`src/rtl/phase_pkg.sv`:
```
// Shared constants and state type for the phase accumulator.
// Phase words are Q8.10 radians; PI_Q is pi scaled by 2^10 and rounded.
package phase_pkg;

    localparam int PHASE_W  = 19;
    localparam int FRAC_W   = 10;
    localparam int PI_Q     = 3217;
    localparam int TWO_PI_Q = 6434;

    typedef enum logic {
        IDLE,
        RUN
    } state_t;

endpackage

```
`src/rtl/phase_accum_if.sv`:
```
// Strobe/data bundle between a phase source and the accumulator.
// The source holds the master modport; the accumulator holds the slave modport.
interface phase_accum_if #(
    parameter int PHASE_W = phase_pkg::PHASE_W,
    parameter int TURN_W  = 8
);

    logic                      sample;
    logic signed [PHASE_W-1:0] delta;
    logic                      load;
    logic signed [PHASE_W-1:0] load_value;
    logic signed [PHASE_W-1:0] out;
    logic                      out_valid;
    logic signed [TURN_W-1:0]  turns;

    modport master (
        output sample, delta, load, load_value,
        input  out, out_valid, turns
    );

    modport slave (
        input  sample, delta, load, load_value,
        output out, out_valid, turns
    );

endinterface

```
`src/rtl/phase_wrap.sv`:
```
// Clamps an increment to one half-turn, adds it to a base phase and folds the
// result back into [-PI_Q, PI_Q) with at most one 2*pi correction.
module phase_wrap #(
    parameter int W = 19
) (
    input  logic signed [W-1:0] base,
    input  logic signed [W-1:0] delta,
    output logic signed [W-1:0] result,
    output logic signed [1:0]   step
);

    import phase_pkg::*;

    localparam logic signed [W-1:0] PI_N      = W'(PI_Q);
    localparam logic signed [W:0]   PI_S      = (W+1)'(PI_Q);
    localparam logic signed [W:0]   TWO_PI_S  = (W+1)'(TWO_PI_Q);

    logic signed [W-1:0] clamped;
    logic signed [W:0]   sum;

    // Both operands lie inside one half-turn, so the extra bit of the sum can
    // never overflow and a single correction always lands back in range.
    always_comb begin
        clamped = delta;
        if (delta >= PI_N) begin
            clamped = PI_N - W'(1);
        end else if (delta < -PI_N) begin
            clamped = -PI_N;
        end

        sum    = {base[W-1], base} + {clamped[W-1], clamped};
        result = W'(sum);
        step   = 2'sd0;
        if (sum >= PI_S) begin
            result = W'(sum - TWO_PI_S);
            step   = 2'sd1;
        end else if (sum < -PI_S) begin
            result = W'(sum + TWO_PI_S);
            step   = -2'sd1;
        end
    end

endmodule

```
`src/rtl/phase_accum.sv`:
```
// Accumulates phase-difference samples into an absolute phase wrapped to
// [-pi, pi) and keeps a saturating count of the net 2*pi wraps.
module phase_accum #(
    parameter int PHASE_W = 19,
    parameter int FRAC_W  = 10,
    parameter int TURN_W  = 8
) (
    input  logic          clock,
    input  logic          reset,
    phase_accum_if.slave  bus
);

    import phase_pkg::*;

    if (FRAC_W >= PHASE_W) begin : g_bad_frac
        $error("phase_accum: FRAC_W must leave integer bits in PHASE_W");
    end

    localparam logic signed [TURN_W-1:0] TURN_MAX = {1'b0, {(TURN_W-1){1'b1}}};
    localparam logic signed [TURN_W-1:0] TURN_MIN = {1'b1, {(TURN_W-1){1'b0}}};

    state_t                    state;
    logic signed [PHASE_W-1:0] out_q;
    logic                      out_valid_q;
    logic signed [TURN_W-1:0]  turns_q;

    logic signed [PHASE_W-1:0] base;
    logic signed [PHASE_W-1:0] acc_next;
    logic signed [PHASE_W-1:0] load_next;
    logic signed [1:0]         acc_step;
    logic signed [1:0]         load_step;

    assign base = (state == RUN) ? out_q : '0;

    phase_wrap #(.W(PHASE_W)) u_acc_wrap (
        .base   (base),
        .delta  (bus.delta),
        .result (acc_next),
        .step   (acc_step)
    );

    // The load path starts from zero, so its step is always 0 and turns
    // restart from the loaded phase.
    phase_wrap #(.W(PHASE_W)) u_load_wrap (
        .base   ('0),
        .delta  (bus.load_value),
        .result (load_next),
        .step   (load_step)
    );

    always_ff @(posedge clock) begin
        if (reset) begin
            state       <= IDLE;
            out_q       <= '0;
            out_valid_q <= 1'b0;
            turns_q     <= '0;
        end else begin
            out_valid_q <= 1'b0;
            if (bus.load) begin
                state       <= RUN;
                out_q       <= load_next;
                turns_q     <= TURN_W'(load_step);
                out_valid_q <= 1'b1;
            end else if (bus.sample) begin
                state       <= RUN;
                out_q       <= acc_next;
                out_valid_q <= 1'b1;
                if (acc_step == 2'sd1 && turns_q != TURN_MAX) begin
                    turns_q <= turns_q + TURN_W'(1);
                end else if (acc_step == -2'sd1 && turns_q != TURN_MIN) begin
                    turns_q <= turns_q - TURN_W'(1);
                end
            end
        end
    end

    assign bus.out       = out_q;
    assign bus.out_valid = out_valid_q;
    assign bus.turns     = turns_q;

endmodule
```
`src/flat_wrapper.sv`:
```
// flat-port wrapper written by rule: the top's interface ports become plain ports
module phase_accum_flat import phase_pkg::*;
#(
    parameter int PHASE_W = 19,
    parameter int FRAC_W  = 10,
    parameter int TURN_W  = 8
)
  (clock, reset, bus_sample, bus_delta, bus_load, bus_load_value, bus_out, bus_out_valid, bus_turns);
  phase_accum_if #(.PHASE_W(PHASE_W), .TURN_W(TURN_W)) bus_i ();
  input  logic clock;
  input  logic reset;
  input wire logic [$bits(bus_i.sample)-1:0] bus_sample;
  input wire logic [$bits(bus_i.delta)-1:0] bus_delta;
  input wire logic [$bits(bus_i.load)-1:0] bus_load;
  input wire logic [$bits(bus_i.load_value)-1:0] bus_load_value;
  output wire logic [$bits(bus_i.out)-1:0] bus_out;
  output wire logic [$bits(bus_i.out_valid)-1:0] bus_out_valid;
  output wire logic [$bits(bus_i.turns)-1:0] bus_turns;
  assign bus_i.sample = bus_sample;
  assign bus_i.delta = bus_delta;
  assign bus_i.load = bus_load;
  assign bus_i.load_value = bus_load_value;
  assign bus_out = bus_i.out;
  assign bus_out_valid = bus_i.out_valid;
  assign bus_turns = bus_i.turns;
  phase_accum #(.PHASE_W(PHASE_W), .FRAC_W(FRAC_W), .TURN_W(TURN_W)) u_core (.clock(clock), .reset(reset), .bus(bus_i));
endmodule
```
`config.mk`:
```
export PLATFORM = sky130hd
export DESIGN_NAME = phase_accum_flat
export DESIGN_NICKNAME = d
export VERILOG_FILES = /design/src/rtl/phase_pkg.sv /design/src/rtl/phase_accum_if.sv /design/src/rtl/phase_wrap.sv /design/src/rtl/phase_accum.sv /design/src/flat_wrapper.sv
export SDC_FILE = /design/constraint.sdc
export NUM_CORES = 1
export LEC_CHECK = 0
export CAP_MARGIN = 40
export CELL_PAD_IN_SITES_DETAIL_PLACEMENT = 1
export CELL_PAD_IN_SITES_GLOBAL_PLACEMENT = 1
export CORE_UTILIZATION = 41
export CTS_CLUSTER_DIAMETER = 60
export CTS_CLUSTER_SIZE = 10
export DETAILED_ROUTE_END_ITERATION = 10
export GPL_TIMING_DRIVEN = 0
export PLACE_DENSITY_LB_ADDON = 0.1
export SLEW_MARGIN = 0
export SYNTH_ARGS = -nofsm -noshare
export SYNTH_HDL_FRONTEND = slang
export SYNTH_SLANG_ARGS = --single-unit
```
`constraint.sdc`:
```
create_clock -name clock -period 10.65 [get_ports clock]
set_clock_uncertainty 0.15 [all_clocks]
set_input_delay 2.6625 -clock clock [delete_from_list [all_inputs] [get_ports clock]]
set_output_delay 2.6625 -clock clock [all_outputs]
set_load 0.03 [all_outputs]
```
Word level (Yosys, flattened, before mapping):

Index checks and enable logic that the tools add are counted.

* flip-flop bits (word level): 29
* word-level logic and storage cells: 51
* output and inout port bits: 28
* input bits: 42

* multiplexer cells: 23
* reductions and logical operators: 5
* equality and inequality tests: 4
* add/sub/neg operators: 7
* order comparisons: 8

Operators with widths (count)
* 2-to-1 mux 19 bit: 11
* >= comparator 19 x 13 -> 1 bit, second input constant: 3
* less-than comparator 19 x 13 -> 1 bit, second input constant: 3
* adder 19 x 14 -> 19 bit, second input constant: 2
* subtractor 19 x 14 -> 19 bit, second input constant: 2
* 2-to-1 mux 8 bit: 4
* adder 19 x 19 -> 20 bit: 1
* >= comparator 20 x 13 -> 1 bit, second input constant: 1
* less-than comparator 20 x 13 -> 1 bit, second input constant: 1
* != test 8 bit, second input constant: 2
* adder 8 x 2 -> 8 bit, second input constant: 1
* 2-to-1 mux 2 bit: 4
* subtractor 8 x 2 -> 8 bit, second input constant: 1
* 2-to-1 mux 1 bit: 4
* nonzero test 3 bit: 1
* equality test 2 x 1 -> 1 bit, second input constant: 1
* equality test 2 bit, second input constant: 1
* logical AND 1 bit: 2
* AND reduction 2 bit: 1
* nonzero test 2 bit: 1

Depth between registers and ports, before layout:

* depth in word-level cells: 13
* mapped depth: 32
* mapped depth without buffers: 29

Modules after synthesis:

A second synthesis with hierarchy kept.

* cell total of the unflattened synthesis: 827
* area, all modules: 6233.5 um^2

Modules (own cells, without submodules)
* phase_wrap (u_core.u_load_wrap): cells each 314, instances 1, area an instance 2287.2 um^2, sequential area each 0.0 um^2
* phase_wrap (u_core.u_acc_wrap): cells each 303, instances 1, area an instance 2199.6 um^2, sequential area each 0.0 um^2
* phase_accum: cells each 210, instances 1, area an instance 1746.7 um^2, sequential area each 580.6 um^2

Worst setup path before layout:

Ideal clock, no wire load.

* kind: input to register
* start point: input bus_delta[3]
* end point: register u_core.turns_q[7], in the netlist u_core.bus.turns[7]
* data required time: 10405 ps
* path buffers: 3
* stages on the path: 28
* library setup time: 95 ps
* arrival: 8683 ps
* setup slack: 1722 ps
* cells stage by stage: o41ai_1 > a21oi_1 > o311a_1 > o41ai_1 > clkbuf_1 > o21a_1 > ha_1 > buf_2 > a21o_1 > a21o_1 > a21oi_1 > mux2_2 > a311oi_1 > nor2_1 > nand4_1 > and2_1 > buf_2 > nand2_2 > ha_1 > a21o_1 > a21oi_1 > o21bai_1 > a21oi_1 > o21bai_1 > a21oi_1 > xnor2_1 > o21ai_0 > a221oi_1

* longest elaborated chain between the ends: 12
* elaborated cells on any way between the ends: 18
* those cells by class: add/sub (1); order compare (4); eq/ne (2); mux (7); reduce/logical (4)

Ends and longest elaborated chain
* start: declaration: RTL line flat_wrapper.sv:13 `input wire logic [$bits(bus_i.delta)-1:0] bus_delta;`
* less-than comparator 19 x 13 -> 1 bit: RTL line phase_wrap.sv:27 `end else if (delta < -PI_N) begin`
* 2-to-1 mux 19 bit: RTL line phase_wrap.sv:27
* 2-to-1 mux 19 bit (*): RTL line phase_wrap.sv:25 `if (delta >= PI_N) begin`
* adder 19 x 19 -> 20 bit (*): RTL line phase_wrap.sv:31 `sum = {base[W-1], base} + {clamped[W-1], clamped};`
* less-than comparator 20 x 13 -> 1 bit: RTL line phase_wrap.sv:37 `end else if (sum < -PI_S) begin`
* 2-to-1 mux 2 bit: RTL line phase_wrap.sv:37
* 2-to-1 mux 2 bit (*): RTL line phase_wrap.sv:34 `if (sum >= PI_S) begin`
* equality test 2 bit: RTL line phase_accum.sv:68 `if (acc_step == 2'sd1 && turns_q != TURN_MAX) begin`
* logical AND 1 bit: RTL line phase_accum.sv:68
* 2-to-1 mux 8 bit: RTL line phase_accum.sv:68
* 2-to-1 mux 8 bit: RTL line phase_accum.sv:64 `end else if (bus.sample) begin`
* 2-to-1 mux 8 bit: RTL line phase_accum.sv:59 `if (bus.load) begin`
* end signal: assignment: RTL line phase_accum.sv:62 `turns_q <= TURN_W'(load_step);`
* end signal: assignment: RTL line phase_accum.sv:69 `turns_q <= turns_q + TURN_W'(1);`
* end signal: assignment: RTL line phase_accum.sv:71 `turns_q <= turns_q - TURN_W'(1);`
* end: declaration: RTL line phase_accum.sv:25 `logic signed [TURN_W-1:0] turns_q;`

Mark *: on every way between the ends. The rest lies on a longest branch, timed or not. The select of a mux whose other input is x is not followed.
A chain may end at the register's enable or synchronous reset.

Worst setup path after layout:

Ends and elaborated chain as after synthesis.

==> impl_summary.log <==
INFO  metric chipHeight = 114 um
INFO  metric status = complete, no violations
INFO  metric synth.net_count = 798
INFO  metric synth_top_cells_by_area = dfxtp_1 11%, ha_1 8.0%, a21oi_1 5.3%
INFO  metric netlist_instances = 721
INFO  metric synth_top_flop_cell = dfxtp_1
INFO  metric grt_start_max_net_pins = 11
INFO  metric critical-path-max-stage-delay = 470 ps
INFO  metric p_leak = 0.00246 uW
INFO  metric finish.net_count = 868
INFO  metric critical_path_required = 10680 ps
INFO  metric start_kind = primary input
INFO  metric synth.yosys.warnings = 0
INFO  metric min-delay-path-class = register to register
INFO  metric route.antenna.remaining_nets = 0
INFO  metric rr_worst_depth = 25
INFO  metric critPathTopFamily = compound AO/OA/AOI/OAI gates
INFO  metric worst_ir_drop_vdd = 68.0 uV
INFO  metric post-synth-top-area-fraction = 11.3%
INFO  metric worst-path-stages = 30
INFO  metric core_region_area = 12100 um2
INFO  metric critical_path_class = primary input to register
INFO  metric timing.max_slew.rel_slack = 45.4%
INFO  metric synth_async_sr_flop_share = 0%
INFO  metric critical_path.reg2reg.endpoint = u_core.bus.turns[7]
INFO  metric cap_viol_max_count = 0
INFO  metric grt_pass1_vias = 6109
INFO  metric cp_slowest_cell = o41ai_1
INFO  metric worstMarginPinSlew = 812 ps
INFO  metric final_setup_violation_count = 0
INFO  metric fin_hold_ws = 386 ps
INFO  metric io_buffer_count = 62
INFO  metric setup_repair_after_global_routing_missed_its_margin = false
INFO  metric place_congestion = 0.880
INFO  metric post_cts_hold_buffer_count = 0
INFO  metric critical_path.most_common_cell = a21oi_1
INFO  metric worst_setup_path_endpoint = u_core.bus.turns[7]
INFO  metric timing.final.hold_violations = 0
INFO  metric synthToLayoutAreaGrowth = 19.6%
INFO  metric setup.worst_path.start = bus_delta[3]
INFO  metric worst-r2r-setup-slack = 4580 ps
INFO  metric top_usage_layer = met2
INFO  metric grt-ovfl-total = 0
INFO  metric cts_setup_buffers = 0
INFO  metric layout_worst_path_cycle_share = 93.4%
INFO  metric clock_path_buffers = 2
INFO  metric layout-drive-gt1-share = 9.36%
INFO  metric initial_utilization = 42.4%
INFO  metric drt-vias-per-instance = 6.25
INFO  metric grt_first_pass_wirelength = 30.4 mm
INFO  metric vias = 5997
INFO  metric detailedRoute.firstIterationViolations = 274
INFO  metric yosysTopAreaCell = dfxtp_1
INFO  metric crit_path_dat = 9980 ps
INFO  metric timing.setup.tns = 0 ps
INFO  metric track_usage = 29.4%
INFO  metric die-area = 13000 um2
INFO  metric synth-seq-cells = 29
INFO  metric cts-buffers-inserted = 5
INFO  metric crit_path_max_fanout = 10
INFO  metric grt_antenna_before_repair = 0
INFO  metric fp.dieW = 114 um
INFO  metric buffer_cell_driving_the_clock_tree_root = clkbuf_16
INFO  metric power.density_cell_area = 119 nW/um2
INFO  metric most_frequent_cells_in_the_layout = 69 x nor2_1, 62 x clkdlybuf4s50_1, 54 x a21oi_1
INFO  metric post_synth.cell_area_avg = 7.12 um2
INFO  metric finalWirelength = 19.0 mm
INFO  metric clkLatencyLatePin = 280 ps
INFO  metric critPathBufInv = 4
INFO  metric fillCellCount = 1616
INFO  metric mappedNetlistArea = 5130 um2
INFO  metric cts_tree = done
INFO  metric synth.distinct_cells = 93
INFO  metric max_freq = 100 MHz
INFO  metric synth_sequential_area_ratio = 11.3%
INFO  metric rr_startpoint = u_core.state
INFO  metric clock-sinks = 29
INFO  metric globalRouteMet1Util = 34.4%
INFO  metric drv_slew = 0
INFO  metric whs_path_depth = 2
INFO  metric antenna-diode-count = 0
INFO  metric final_common_cell = nor2_1
INFO  metric met3_track_demand_over_resource_in_global_routing = 1.86%
INFO  metric drc = 0
INFO  metric routed_wire_length_per_instance = 19.9 um
INFO  metric htree_levels = 2
INFO  metric io_pins = 70
INFO  metric end_kind = register
INFO  metric place.detailed.hpwl = 15.4 mm
INFO  metric std_cell_rows = 40
INFO  metric synth_enable_flop_cells = 0
INFO  metric finalCriticalPeriod = 9950 ps
INFO  metric cts.reportedPaths.clkPinSlew = 50 ps
INFO  metric drt-pass1-iter-count = 4
INFO  metric grt_util_met2 = 57.0%
==> worst reg2reg max path, cell delays in order (launching register included) <==
cell,delay [ps]
dfxtp_1,320
clkbuf_1,280
and2_1,180
ha_1,160
inv_1,50
fa_1,400
nand2b_1,200
a211oi_1,430
o21a_1,270
nor2_1,110
xnor2_1,440
nor3_2,140
nand4_1,220
and2_1,200
buf_2,260
nand2_2,230
ha_1,350
a21o_1,180
a21oi_1,220
o21bai_1,100
a21oi_1,220
o21bai_1,130
a21oi_1,200
xnor2_1,160
o21ai_0,110
a221oi_1,250
==> stage by stage <==
step / instance area [um2] / power [uW] / instances / utilization [%] / worst slack, ps
floorplan: 5130 / 452 / 721 / - / 1720
global placement: 5960 / 568 / 951 / 49.2 / -91.6
detailed placement: 5970 / 584 / 952 / 49.3 / -108
CTS: 6120 / 727 / 959 / 50.5 / 160
global route: 6140 / 778 / 959 / 50.7 / 18.6
finish: 6140 / 732 / 959 / 50.7 / 700
==> cell type report <==
type                    count  area [um2]  share of cell area [%]
plain buffers              45         229                    3.73
clock buffers               7         143                    2.32
inverters                  40         150                    2.45
multi-input cells         607        4190                    68.3
flip-flops and latches     29         581                    9.46
well taps                 168         210                    3.43
repair buffers             63         632                    10.3
==> power breakdown <==
group	leakage (uW)	total [uW]	internal [uW]	switching [uW]
combinational	0.00215	451	180	271
clock	0.0000700	140	91.5	48.7
sequential	0.000242	141	123	17.6
total	0.00246	732	395	337
==> synth_stat cells, drive strengths merged (6+ instances only) <==
library cell / instances
o211ai: 8
nand4: 12
nand2: 53
clkbuf: 19
o31ai: 9
and2: 26
a221oi: 10
a21oi: 57
ha: 33
a211oi: 10
nor3: 17
inv: 40
xor2: 8
nand2b: 7
a21o: 17
o21ai: 52
buf: 26
and3: 10
xnor2: 22
o21a: 19
o22ai: 13
a2111oi: 7
o311a: 6
or4: 8
dfxtp: 29
nor4: 6
nand3: 24
or3: 7
a31oi: 8
a32o: 6
nor2: 70
==> state kept, by name (all words and copies together) (netlist names) <==
signal / flops
u_core.bus.out: 19
u_core.state: 1
u_core.bus.turns: 8
u_core.bus.out_valid: 1
==> logic make-up (layout without fill, tap and decap cells) <==
group | Yosys count | after routing | share of synthesized area, %
DFF | 29 | 29 | 11.3
AOI/OAI and AO/OA | 279 | 279 | 39.9
buffers and inverters | 85 | 155 | 7.36
and+or+nand+nor | 257 | 257 | 26.1
muxes | 6 | 6 | 1.19
xor gates and xnor gates | 30 | 30 | 5.27
adders and majority gates | 35 | 35 | 8.83
==> layer usage <==
metal / up-vias / wire [um]
met2: 151 / 10000
met5: - / 0
li1: 2863 / -
met3: 28 / 631
met4: 0 / 345
met1: 2955 / 8060
==> worst min-delay path by stage <==
stage / endpoint / slack, ps / startpoint
finish: u_core.bus.out[18] / 390 / u_core.bus.out[18]
global route: u_core.bus.turns[5] / 410 / u_core.bus.turns[5]
floorplan: u_core.bus.out[7] / 470 / u_core.bus.out[7]
CTS: u_core.bus.turns[4] / 390 / u_core.bus.turns[4]
detailed placement: u_core.bus.out[18] / 370 / u_core.bus.out[18]
global placement: u_core.bus.out[14] / 370 / u_core.bus.out[14]
==> timing repair <==
action                                 CTS  global route
gates resized for setup                  0             5
setup endpoints to repair                0             3
endpoints found under the hold margin    0             0
Power figures use the tool's default switching activity.
